==> config.mk <==
export PLATFORM = sky130hd
export DESIGN_NAME = mesi_bus_memory
export DESIGN_NICKNAME = d
export VERILOG_FILES = /design/src/rtl/mesi_pkg.sv /design/src/rtl/mesi_mem_array.sv /design/src/rtl/mesi_bus_memory.sv
export SDC_FILE = /design/constraint.sdc
export NUM_CORES = 1
export LEC_CHECK = 0
export CORE_ASPECT_RATIO = 1.4
export CORE_MARGIN = 2
export CORE_UTILIZATION = 30
export CTS_CLUSTER_SIZE = 10
export DETAILED_ROUTE_END_ITERATION = 7
export PLACE_DENSITY = 0.5
export SLEW_MARGIN = 25
export SYNTH_ARGS = -nofsm -noshare
export SYNTH_HDL_FRONTEND = slang
export SYNTH_SLANG_ARGS = --single-unit
==> constraint.sdc <==
create_clock -name clock -period 6.7 [get_ports clock]
set_clock_uncertainty 0.1 [all_clocks]
set_input_delay 2.01 -clock clock [delete_from_list [all_inputs] [get_ports clock]]
set_output_delay 2.01 -clock clock [all_outputs]
set_load 0.03 [all_outputs]
==> src/rtl/mesi_pkg.sv <==
// Shared MESI bus definitions: bus ops, responder FSM states, cache line states.
package mesi_pkg;

   typedef enum logic [1:0] {
      OP_READ_MISS  = 2'd0,
      OP_WRITE_MISS = 2'd1,
      OP_INVALIDATE = 2'd2,
      OP_WRITEBACK  = 2'd3
   } bus_op_e;

   typedef enum logic [2:0] {
      ST_IDLE,
      ST_SNOOP,
      ST_WB,
      ST_READ,
      ST_RESP
   } mem_state_e;

   typedef enum logic [1:0] {
      LINE_I = 2'd0,
      LINE_S = 2'd1,
      LINE_M = 2'd2,
      LINE_E = 2'd3
   } line_state_e;

endpackage

==> src/rtl/mesi_mem_array.sv <==
// Backing store: synchronous write, registered read address, no reset on contents.
module mesi_mem_array #(
   parameter int ADDR_W = 5,
   parameter int DATA_W = 8
) (
   input  logic              i_clk,
   input  logic              i_we,
   input  logic [ADDR_W-1:0] i_waddr,
   input  logic [DATA_W-1:0] i_wdata,
   input  logic [ADDR_W-1:0] i_raddr,
   output logic [DATA_W-1:0] o_rdata
);

   logic [DATA_W-1:0] r_mem [2**ADDR_W];
   logic [ADDR_W-1:0] r_raddr;

   always_ff @(posedge i_clk) begin
      if (i_we) r_mem[i_waddr] <= i_wdata;
      r_raddr <= i_raddr;
   end

   assign o_rdata = r_mem[r_raddr];

endmodule

==> src/rtl/mesi_bus_memory.sv <==
// Memory responder on the snooping MESI bus: snoop window, write-back merge, line return.
// MESI_MEM_FWD_EN: forward snooped write-back data straight from WB instead of re-reading memory.
module mesi_bus_memory
   import mesi_pkg::*;
#(
   parameter int ADDR_W       = 5,
   parameter int DATA_W       = 8,
   parameter int SNOOP_CYCLES = 1,
   parameter int MEM_LATENCY  = 2
) (
   input  logic              clock,
   input  logic              reset,
   input  logic              req_valid,
   output logic              req_ready,
   input  logic [1:0]        req_op,
   input  logic [ADDR_W-1:0] req_addr,
   input  logic [1:0]        req_src,
   input  logic [DATA_W-1:0] req_data,
   input  logic              snoop_abort,
   input  logic [DATA_W-1:0] snoop_wb_data,
   input  logic              snoop_share,
   output logic              resp_valid,
   output logic [DATA_W-1:0] resp_data,
   output logic              resp_shared,
   output logic [1:0]        resp_dst,
   output logic              busy
);

   localparam int SNP_W = (SNOOP_CYCLES > 1) ? $clog2(SNOOP_CYCLES) : 1;
   localparam int LAT_W = (MEM_LATENCY > 1) ? $clog2(MEM_LATENCY) : 1;
   localparam logic [SNP_W-1:0] SNP_LAST = SNP_W'(SNOOP_CYCLES - 1);
   localparam logic [LAT_W-1:0] LAT_LAST = LAT_W'(MEM_LATENCY - 1);

   mem_state_e        r_state, w_next;
   bus_op_e           r_op;
   logic [ADDR_W-1:0] r_addr;
   logic [1:0]        r_src;
   logic [DATA_W-1:0] r_wb_data;
   logic              r_abort, r_share;
   logic [SNP_W-1:0]  r_snoop_cnt;
   logic [LAT_W-1:0]  r_lat_cnt;
   logic [DATA_W-1:0] r_resp_data;
   logic              r_resp_shared;
   logic [1:0]        r_resp_dst;

   logic              w_accept, w_load_resp, w_wb_cycle, w_resp_shared, w_mem_we;
   logic [DATA_W-1:0] w_resp_data, w_rd_data;

   assign w_accept      = (r_state == ST_IDLE) && req_valid;
   assign w_resp_shared = (r_op == OP_READ_MISS) && (r_share || r_abort);

   always_ff @(posedge clock) begin
      if (reset) r_state <= ST_IDLE;
      else       r_state <= w_next;
   end

   always_comb begin
      w_next      = r_state;
      w_load_resp = 1'b0;
      w_wb_cycle  = 1'b0;
      w_resp_data = '0;
      case (r_state)
         ST_IDLE: begin
            if (req_valid)
               w_next = (bus_op_e'(req_op) == OP_WRITEBACK) ? ST_WB : ST_SNOOP;
         end
         ST_SNOOP: begin
            if (r_snoop_cnt == SNP_LAST) begin
               if (r_op == OP_INVALIDATE) begin
                  w_next      = ST_RESP;
                  w_load_resp = 1'b1;
               end else if (r_abort || snoop_abort) begin
                  w_next = ST_WB;
               end else begin
                  w_next = ST_READ;
               end
            end
         end
         ST_WB: begin
            w_wb_cycle = 1'b1;
            if (r_op == OP_WRITEBACK) begin
               w_next      = ST_RESP;
               w_load_resp = 1'b1;
            end else begin
`ifdef MESI_MEM_FWD_EN
               w_next      = ST_RESP;
               w_load_resp = 1'b1;
               w_resp_data = r_wb_data;
`else
               w_next = ST_READ;
`endif
            end
         end
         ST_READ: begin
            if (r_lat_cnt == LAT_LAST) begin
               w_next      = ST_RESP;
               w_load_resp = 1'b1;
               w_resp_data = w_rd_data;
            end
         end
         ST_RESP: w_next = ST_IDLE;
         default: w_next = ST_IDLE;
      endcase
   end

   // Accumulators include the current cycle's snoop inputs; first abort owns the data.
   always_ff @(posedge clock) begin
      if (reset) begin
         r_op          <= OP_READ_MISS;
         r_addr        <= '0;
         r_src         <= '0;
         r_wb_data     <= '0;
         r_abort       <= 1'b0;
         r_share       <= 1'b0;
         r_snoop_cnt   <= '0;
         r_lat_cnt     <= '0;
         r_resp_data   <= '0;
         r_resp_shared <= 1'b0;
         r_resp_dst    <= '0;
      end else begin
         if (w_accept) begin
            r_op        <= bus_op_e'(req_op);
            r_addr      <= req_addr;
            r_src       <= req_src;
            r_wb_data   <= req_data;
            r_abort     <= 1'b0;
            r_share     <= 1'b0;
            r_snoop_cnt <= '0;
         end
         if (r_state == ST_SNOOP) begin
            r_snoop_cnt <= r_snoop_cnt + SNP_W'(1);
            r_abort     <= r_abort | snoop_abort;
            r_share     <= r_share | snoop_share;
            if (snoop_abort && !r_abort) r_wb_data <= snoop_wb_data;
            r_lat_cnt   <= '0;
         end
         if (r_state == ST_WB)   r_lat_cnt <= '0;
         if (r_state == ST_READ) r_lat_cnt <= r_lat_cnt + LAT_W'(1);
         if (w_load_resp) begin
            r_resp_data   <= w_resp_data;
            r_resp_shared <= w_resp_shared;
            r_resp_dst    <= r_src;
         end
      end
   end

   assign w_mem_we = w_wb_cycle && !reset;

   mesi_mem_array #(
      .ADDR_W (ADDR_W),
      .DATA_W (DATA_W)
   ) u_mem (
      .i_clk   (clock),
      .i_we    (w_mem_we),
      .i_waddr (r_addr),
      .i_wdata (r_wb_data),
      .i_raddr (r_addr),
      .o_rdata (w_rd_data)
   );

   assign req_ready   = (r_state == ST_IDLE) && !reset;
   assign busy        = (r_state != ST_IDLE);
   assign resp_valid  = (r_state == ST_RESP);
   assign resp_data   = r_resp_data;
   assign resp_shared = r_resp_shared;
   assign resp_dst    = r_resp_dst;

endmodule
==> impl_results.md, run 1 <==
- Max FO, Critical Path: 2
- Vias per inst: 4.75
- Post_cts resized: 0
- Post-synthesis xor/xnor area fraction: 0.0751%
- Period minus WS final: 5.34 ns
- Worst slew margin: 40.3%
- Combinational family with the most area after synthesis: multiplexers
- Drt initial violations: 362
- Dpl hpwl: 18,100 um
- Final core utilization: 35.2%
- WL per Instance: 22.0 um
- Root buffer cell: clkbuf_16
- Max Clk Rate: 187 MHz
- Setup bufs post-CTS: 0
- Kind of critical path: in -> out
- Pins over their slew limit: 0
- Setup WS post-layout: 1.36 ns
- NumNets Final: 796
- # rows: 85
- Cell Pwr Density: 318 mW/mm2
- Syn Nets: 752
- Number of synthesized flops with an enable pin: 256
- Syn Std Cell Area: 0.0117 mm2
- Post-synthesis adder-cell area fraction: 0%
- Path depth of the worst reg2reg path: 6
- CP required: 4.59 ns
- Post-DRT Antenna Nets: 0
- CTS H-tree depth: 2
- Fin area: 0.0135 mm2
- Top post-synthesis cells by area: edfxtp_1, mux2i_1, dfxtp_1
- Clk sinks: 296
- Final hold viol count: 0
- Unique masters post-synth: 41
- Outcome: completed
- DRT Pass-1 Iters: 5
- Synth warn: 0
- CP arrival: 3.23 ns
- Mux contribution to synthesized area: 12.2%
- Placed cell areas: 0.0125 mm2
- Vias: 6,213
- Synth top area share: 65.9%
- CTS tree: done
- Top_reg_cell synth: edfxtp_1
- Final period util: 79.8%
- Slew @ Worst Pin: 0.896 ns
- GRT Util Overall: 14.4%
- Largest net degree at the start of global routing: 50
- Yosys reg bits: 296
- Ant. Diodes: 0
- Max-capacitance violation count: 0
- CP endpoint kind: output port
- VDD IR-drop max: 0.000209 V
- Crit path launch: reset
- # hold bufs at CTS: 0
- GP Congestion: 0.852
- Syn Area/Cell: 16.2 um2
- Worst reg-to-reg setup slack: 3.60 ns
- Die X: 171 um
- Commonest non-fill, non-tap cells in the layout: edfxtp_1, mux2i_1, nor2_1
- TNS Setup: 0 ns
- DRT Wirelength: 28,700 um
- Final setup violation count: 0
- CORE AREA: 0.0384 mm2
- Initial antenna violation count: 0
- Startpoint Class: primary input
- Die area: 0.0405 mm2
- Worst hold slack: 0.301 ns
- Largest area contributor in the synthesized netlist: edfxtp_1
- Clock Path Buffers: 3
- Number of global-route vias before repair: 6,573
- # IOs: 44
- Synth async-reset ratio: 0%
- PortBufs: 43
- Layout cells sized above 1: 9.54%
- DRC: 0
- Worst skew pair latency: 0.51 ns
- Area delta synth->final: 15.9%
- Gr ovfl total: 0
- Die height: 237 um
- Commonest non-fill, non-tap cell in the layout: edfxtp_1
- Register area share after synthesis: 72.7%
- Area fraction in compound gates after synthesis: 6.54%
- Initial Util: 30.4%
- Gate Count Post-Synth: 722
- R2r endpoint: resp_data[4]$_SDFFE_PP0P_
- RSZ-0062 raised after global routing: false
- First-pass GRT wire length: 42,200 um
- Worst-path clk slew: 0.05 ns
- Worst Setup EP: req_ready
- Placement Setup Slack: 1.35 ns
- Worst min-delay path class: reg -> reg
- P_leak: 0.00413 uW
- Simple-gate share of the synthesized area: 5.75%
- Number of buffers created by CTS: 35
logic make-up after synthesis:
logic type / after synthesis
multiplexers: 122
XOR/XNOR: 1
buffers and inverters: 46
AND/OR/NAND/NOR: 145
AO/OA/AOI/OAI: 112
flip-flops: 296
worst max-delay path: stages:
cell	delay (ns)
clkdlybuf4s50_1	0.43
nor2_1	0.12
clkdlybuf4s50_1	0.68
worst min-delay path by stage:
| stage | start | to | slack (ns) | cells past startpoint |
|---|---|---|---|---|
| global route | r_addr[1]$_SDFFE_PP0N_ | flip-flop | 0.32 | 0 |
| global placement | r_addr[1]$_SDFFE_PP0N_ | flip-flop | 0.30 | 0 |
| CTS | r_addr[1]$_SDFFE_PP0N_ | flip-flop | 0.31 | 0 |
| detailed placement | r_addr[1]$_SDFFE_PP0N_ | flip-flop | 0.29 | 0 |
| finish | r_addr[1]$_SDFFE_PP0N_ | flip-flop | 0.30 | 0 |
| floorplan | r_addr[2]$_SDFFE_PP0N_ | flip-flop | 0.23 | 0 |
sequential cells by signal, summed over array words and instances, names as in the netlist, 2 cells and up, named ones only:
register	flops
u_mem.r_mem	256
r_wb_data	8
resp_data	8
r_addr	5
r_state	3
r_op	2
r_src	2
resp_dst	2
Yosys cell counts, types with 5 or more instances:
library cell  number
a22o_1             8
a22oi_1           48
buf_2             15
edfxtp_1         256
mux4_2            16
buf_6             12
dfxtp_1           40
a311oi_1           8
nand3b_1           5
nor2_1            52
clkbuf_1           6
nand2_1           45
buf_4              6
mux2i_1          105
nor3_1             7
a21oi_1           39
nor2b_1            7
nor4_1             8
layer usage:
layer,wire (um),vias up,global-route usage (%)
li1,-,2894,-
met1,11100,3133,16.1
met2,15700,130,27.0
met3,830,56,2.10
met4,1030,0,5.96
met5,0,-,0
power breakdown:
group	internal [uW]	switching, uW
Sequential	2110	165
Combinational	147	196
Clock	1010	679
per-stage QoR:
stage                     instances  power, uW
final                          1308       4300
after global routing           1308       4450
after CTS                      1308       4350
after detailed placement       1251       2660
after global placement         1251       2660
after floorplan                 722       2480
final cells by class:
cell class	count	area [um2]
clock buffers	56	997
clock inverters	1	5.00
fillers	3658	24900
inverters	2	7.51
multi-input cells	380	2870
flip-flops and latches	296	8500
well taps	522	653
repair buffers	51	490
Power figures use the tool's default switching activity.
==> run 2, diff against run 1 <==
Clock period 6.7 ns to 5.5 ns, I/O delays scaled along.
==> impl_results.md, run 2 (synthesis results as in run 1) <==
- Outcome: completed
- Power share of the sequential group: 51.6% (-1.2 points)
- Clk sinks: 296 (unchanged)
- Area delta synth->final: 16.6%
- Die area: 0.0405 mm2 (unchanged)
- Drt initial violations: 360 (-0.55%)
- Clock Path Buffers: 3 (unchanged)
- Max Clk Rate: 216 MHz
- Initial antenna violation count: 0 (unchanged)
- Number of buffers created by CTS: 35 (unchanged)
- Placement Setup Slack: 0.861 ns (-0.484 ns)
- Gr ovfl total: 0 (unchanged)
- RSZ-0062 raised after global routing: false
- Ant. Diodes: 0 (unchanged)
- Worst slew margin: 29.9% (-10 points)
- Commonest non-fill, non-tap cells in the layout: edfxtp_1, mux2i_1, nor2_1
- Comb pwr share: 8.3% (+0.3 points)
- CP required: 3.75 ns (-0.84 ns)
- Post-DRT Antenna Nets: 0 (unchanged)
- CORE AREA: 0.0384 mm2 (unchanged)
- DRC: 0 (unchanged)
- Wl on met1: 11,500 um (+3.6%)
- GP Congestion: 0.830 (-2.5%)
- # IOs: 44 (unchanged)
- CP arrival: 2.87 ns (-0.36 ns)
- Fin area: 0.0136 mm2 (+0.58%)
- WL per Instance: 22.0 um (about the same)
- P_leak: 0.00416 uW (+0.82%)
- VDD IR-drop max: 0.000245 V (+17%)
- Vias: 6,234 (+0.34%)
- Dpl hpwl: 18,000 um (-0.70%)
- Critical path's largest stage delay: 0.68 ns (about the same)
- Root buffer cell: clkbuf_16
- CTS H-tree depth: 2 (unchanged)
- Vias per inst: 4.74 (-0.20%)
- # hold bufs at CTS: 0 (unchanged)
- Setup bufs post-CTS: 0 (unchanged)
- CP most frequent cell: clkdlybuf4s50_1
- Placed cell areas: 0.0126 mm2 (+0.31%)
- DRT Pass-1 Iters: 5 (unchanged)
- Die X: 171 um (unchanged)
- Final hold viol count: 0 (unchanged)
- TNS Setup: 0 ns (unchanged)
- Post_cts resized: 0 (unchanged)
- # fillers: 3,634 (-0.66%)
- Worst-path cell chain: clkdlybuf4s50_1 > nor2_1 > clkdlybuf4s50_1
- CP endpoint kind: output port
- DRT Wirelength: 28,900 um (+0.60%)
- Met3 WL: 840 um (+1.2%)
- Period minus WS final: 4.62 ns
- Internal: 4030 uW (+24%)
- Largest Register: u_mem.r_mem
- CTS tree: done
- DR top layer: met4
- Largest net degree at the start of global routing: 61 (+22%)
- Cell Pwr Density: 391 mW/mm2 (+23%)
- Pins over their slew limit: 0 (unchanged)
- Footprint of the multi-input gates: 0.00287 mm2 (+0.17%)
- Final setup violation count: 0 (unchanged)
- GRT Util Overall: 14.4% (about the same)
- Number of flip-flops in the largest register: 256 (unchanged)
- Initial Util: 30.4% (unchanged)
- Die height: 237 um (unchanged)
- Number of global-route vias before repair: 6,576 (+0.046%)
- First-pass GRT wire length: 42,100 um (-0.26%)
- Slew @ Worst Pin: 1.05 ns (+0.156 ns)
- Design Power: 5310 uW (+23%)
- FF/Latch Area: 0.00850 mm2 (about the same)
- Startpoint Class: primary input
- Max-capacitance violation count: 0 (unchanged)
- Commonest non-fill, non-tap cell in the layout: edfxtp_1
- Max FO, Critical Path: 2 (unchanged)
- # rows: 85 (unchanged)
- Worst skew pair latency: 0.51 ns (about the same)
- Final period util: 84.0%
- Crit path max-delay cell type: clkdlybuf4s50_1
- Clock network power share: 40.1% (+0.8 points)
- Switching share of total power: 24.1% (-0.094 points)
- Sw Pwr: 1280 uW (+23%)
- Worst min-delay path class: reg -> reg
- Met2 wire len: 15,600 um (-1.1%)
- Kind of critical path: in -> out
- Setup WS post-layout: 0.878 ns (-0.477 ns)
- Layout cells sized above 1: 9.71% (+0.17 points)
- PortBufs: 43 (unchanged)
- Worst-path clk slew: 0.05 ns (about the same)
- NumNets Final: 799 (+0.38%)
-- run 2: changes by cell type in the layout (fill, tap and decap cells not counted), sizes merged --
cell    previous run  this run
bufinv             0         1
clkinv             1         0
clkbuf            56        60
buf                8        11
-- run 2: cell type report --
class	count	share of cell area, %
Inverter	2	0.0552
Multi-Input combinational cell	380	21.1
Tap cell	522	4.80
Clock inverter	1	0.221
Clock buffer	60	7.44
Sequential cell	296	62.5
Timing Repair Buffer	54	3.86
-- run 2: worst max-delay path, delay by kind of cell --
family	cells	cell delay [ns]
buffers and inverters	2	1.11
and+or+nand+nor	1	0.11
-- run 2: per-layer routing --
layer  track usage (%)  up-vias
li1                  -     2903
met1              16.4     3136
met2              26.9      139
met3              1.86       56
met4              5.78        0
met5                 0        -
-- run 2: power by group through the flow --
| stage | Sequential [uW] | Combinational, uW | Clock (uW) |
|---|---|---|---|
| final | 2740 | 442 | 2130 |
| after global routing | 2760 | 479 | 2260 |
| after CTS | 2750 | 448 | 2180 |
| after detailed placement | 2800 | 447 | 0 |
| after global placement | 2800 | 445 | 0 |
| after floorplan | 2670 | 348 | 0 |
-- run 2: through the flow --
| stage | utilization, % | hold WS [ns] | cells |
|---|---|---|---|
| CTS | 35.4 | 0.309 | 1315 |
| finish | 35.4 | 0.309 | 1315 |
| global placement | 32.7 | 0.299 | 1254 |
| detailed placement | 32.7 | 0.303 | 1254 |
| floorplan | - | 0.229 | 722 |
| global route | 35.4 | 0.328 | 1315 |
-- run 2: final timing paths --
check                           depth (start not counted)                         to                    from  slack, ns
worst max-delay path                                    3                  req_ready                   reset       0.88
worst min-delay path                                    0                  flip-flop  r_addr[0]$_SDFFE_PP0N_       0.31
worst min register to register                          0                  flip-flop  r_addr[0]$_SDFFE_PP0N_       0.31
worst max register to register                          5  resp_data[7]$_SDFFE_PP0P_               flip-flop       2.58
==> run 3, diff against run 2 <==
Clock period 5.5 ns to 4.8 ns, I/O delays scaled along.
==> impl_results.md, run 3 (synthesis results as in run 1) <==
- Post_cts resized: 0 (unchanged)
- Worst min-delay path class: reg -> reg
- Number of global-route vias before repair: 6,653 (+1.2%)
- First-pass GRT wire length: 42,300 um (+0.56%)
- Outcome: completed
- GR met1 Demand/Resource: 16.6% (+0.16 points)
- Commonest non-fill, non-tap cells in the layout: edfxtp_1, mux2i_1, nor2_1
- P_leak: 0.00428 uW (+2.8%)
- Slew @ Worst Pin: 0.921 ns (-0.131 ns)
- Final hold viol count: 0 (unchanged)
- Sw Pwr: 1470 uW (+15%)
- Final setup violation count: 0 (unchanged)
- Startpoint Class: primary input
- Cell Pwr Density: 440 mW/mm2 (+13%)
- Clock network power share: 39.6% (-0.5 points)
- Largest Register: u_mem.r_mem
- DRT Pass-1 Iters: 5 (unchanged)
- Vias per inst: 4.75 (+0.12%)
- # hold bufs at CTS: 0 (unchanged)
- Final period util: 81.5%
- Clock Path Buffers: 3 (unchanged)
- Met3 Resource Use GR: 2.01% (+0.15 points)
- CTS tree: done
- Number of buffers created by CTS: 35 (unchanged)
- # IOs: 44 (unchanged)
- Worst skew pair latency: 0.52 ns (about the same)
- VDD IR-drop max: 0.000243 V (-0.63%)
- Max FO, Critical Path: 17 (+15)
- Commonest non-fill, non-tap cell in the layout: edfxtp_1
- Layout cells sized above 1: 12.1% (+2.4 points)
- Placed cell areas: 0.0127 mm2 (+1.3%)
- Root buffer cell: clkbuf_16
- Ant. Diodes: 0 (unchanged)
- Gr ovfl total: 0 (unchanged)
- Period minus WS final: 3.91 ns
- PortBufs: 43 (unchanged)
- Vias: 6,365 (+2.1%)
- Pins over their slew limit: 0 (unchanged)
- Max Clk Rate: 256 MHz
- Internal: 4580 uW (+14%)
- Setup bufs post-CTS: 0 (unchanged)
- Drt initial violations: 403 (+12%)
- Most Used Layer, Global Route: met2
- TNS Setup: 0 ns (unchanged)
- Switching share of total power: 24.2% (+0.16 points)
- Clk sinks: 296 (unchanged)
- Final core utilization: 35.8% (+0.37 points)
- Post-DRT Antenna Nets: 0 (unchanged)
- Fin area: 0.0137 mm2 (+1.1%)
- GP Congestion: 0.773 (-6.9%)
- Max-capacitance violation count: 0 (unchanged)
- GRT Util Overall: 14.3% (-0.068 points)
- CP arrival: 2.37 ns (-0.50 ns)
- CP required: 3.26 ns (-0.49 ns)
- Die height: 237 um (unchanged)
- CP endpoint kind: output port
- RSZ-0062 raised after global routing: false
- DRT Wirelength: 28,400 um (-1.6%)
- Design Power: 6050 uW (+14%)
- Comb pwr share: 9.3% (+1.0 points)
- CORE AREA: 0.0384 mm2 (unchanged)
- Largest net degree at the start of global routing: 50 (-18%)
- Die X: 171 um (unchanged)
- CTS H-tree depth: 2 (unchanged)
- Dpl hpwl: 18,000 um (+0.45%)
- Area delta synth->final: 17.8%
- M2 GR Usage: 26.3% (-0.53 points)
- Worst hold slack: 0.305 ns (-0.00438 ns)
- WL per Instance: 21.2 um (-3.5%)
- Initial Util: 30.4% (unchanged)
- Power share of the sequential group: 51.2% (-0.4 points)
- Kind of critical path: in -> out
- # rows: 85 (unchanged)
- Die area: 0.0405 mm2 (unchanged)
- Worst slew margin: 38.6% (+8.7 points)
- Initial antenna violation count: 0 (unchanged)
- Worst-path clk slew: 0.05 ns (about the same)
- NumNets Final: 823 (+3.0%)
- Number of flip-flops in the largest register: 256 (unchanged)
- DRC: 0 (unchanged)
run 3: cell types whose count changed in the layout (fill, tap and decap cells not counted), sizes merged:
cell | previous run | this run
bufinv | 1 | 0
clkbuf | 60 | 62
buf | 11 | 36
clkinv | 0 | 1
clkdlybuf4s50 | 43 | 42
run 3: path summary, 6_finish.rpt:
path / slack [ns] / startpoint / depth (start not counted) / end
setup / recovery: 0.89 / reset / 4 / req_ready
hold / removal: 0.30 / r_addr[1]$_SDFFE_PP0N_ / 0 / flip-flop
setup reg to reg: 2.03 / flip-flop / 6 / resp_data[2]$_SDFFE_PP0P_
hold reg to reg: 0.30 / r_addr[1]$_SDFFE_PP0N_ / 0 / flip-flop
run 3: power groups by stage:
stage | combinational, uW | sequential (uW) | clock, uW
floorplan | 399 | 3060 | 0
global placement | 569 | 3150 | 0
detailed placement | 568 | 3150 | 0
CTS | 570 | 3100 | 2450
global route | 609 | 3110 | 2540
finish | 560 | 3090 | 2390
run 3: final cells by class:
class / instances / area (um2)
fill: 3676 / 24600
sequential: 296 / 8500
multi-input combinational: 380 / 2870
clock buffer: 62 / 1020
timing repair buffer: 78 / 691
tap: 522 / 653
inverter: 2 / 7.51
clock inverter: 1 / 5.00
run 3: critical path, cell delays in order:
cell	delay [ns]
clkdlybuf4s50_1	0.46
buf_4	0.22
nor2_1	0.07
buf_4	0.17
run 3: layer usage:
metal  part of all wire, %  wire length, um
met5                     0                0
met4                   3.4              957
met3                   3.1              890
met2                    54            15300
met1                    40            11200
run 3: stage by stage:
step / std cells / setup WS, ns
2_1_floorplan: 722 / 1.01
3_3_place_gp: 1278 / 0.763
4_1_cts: 1341 / 0.872
5_1_grt: 1341 / 0.849
3_5_place_dp: 1278 / 0.714
6_report: 1341 / 0.890
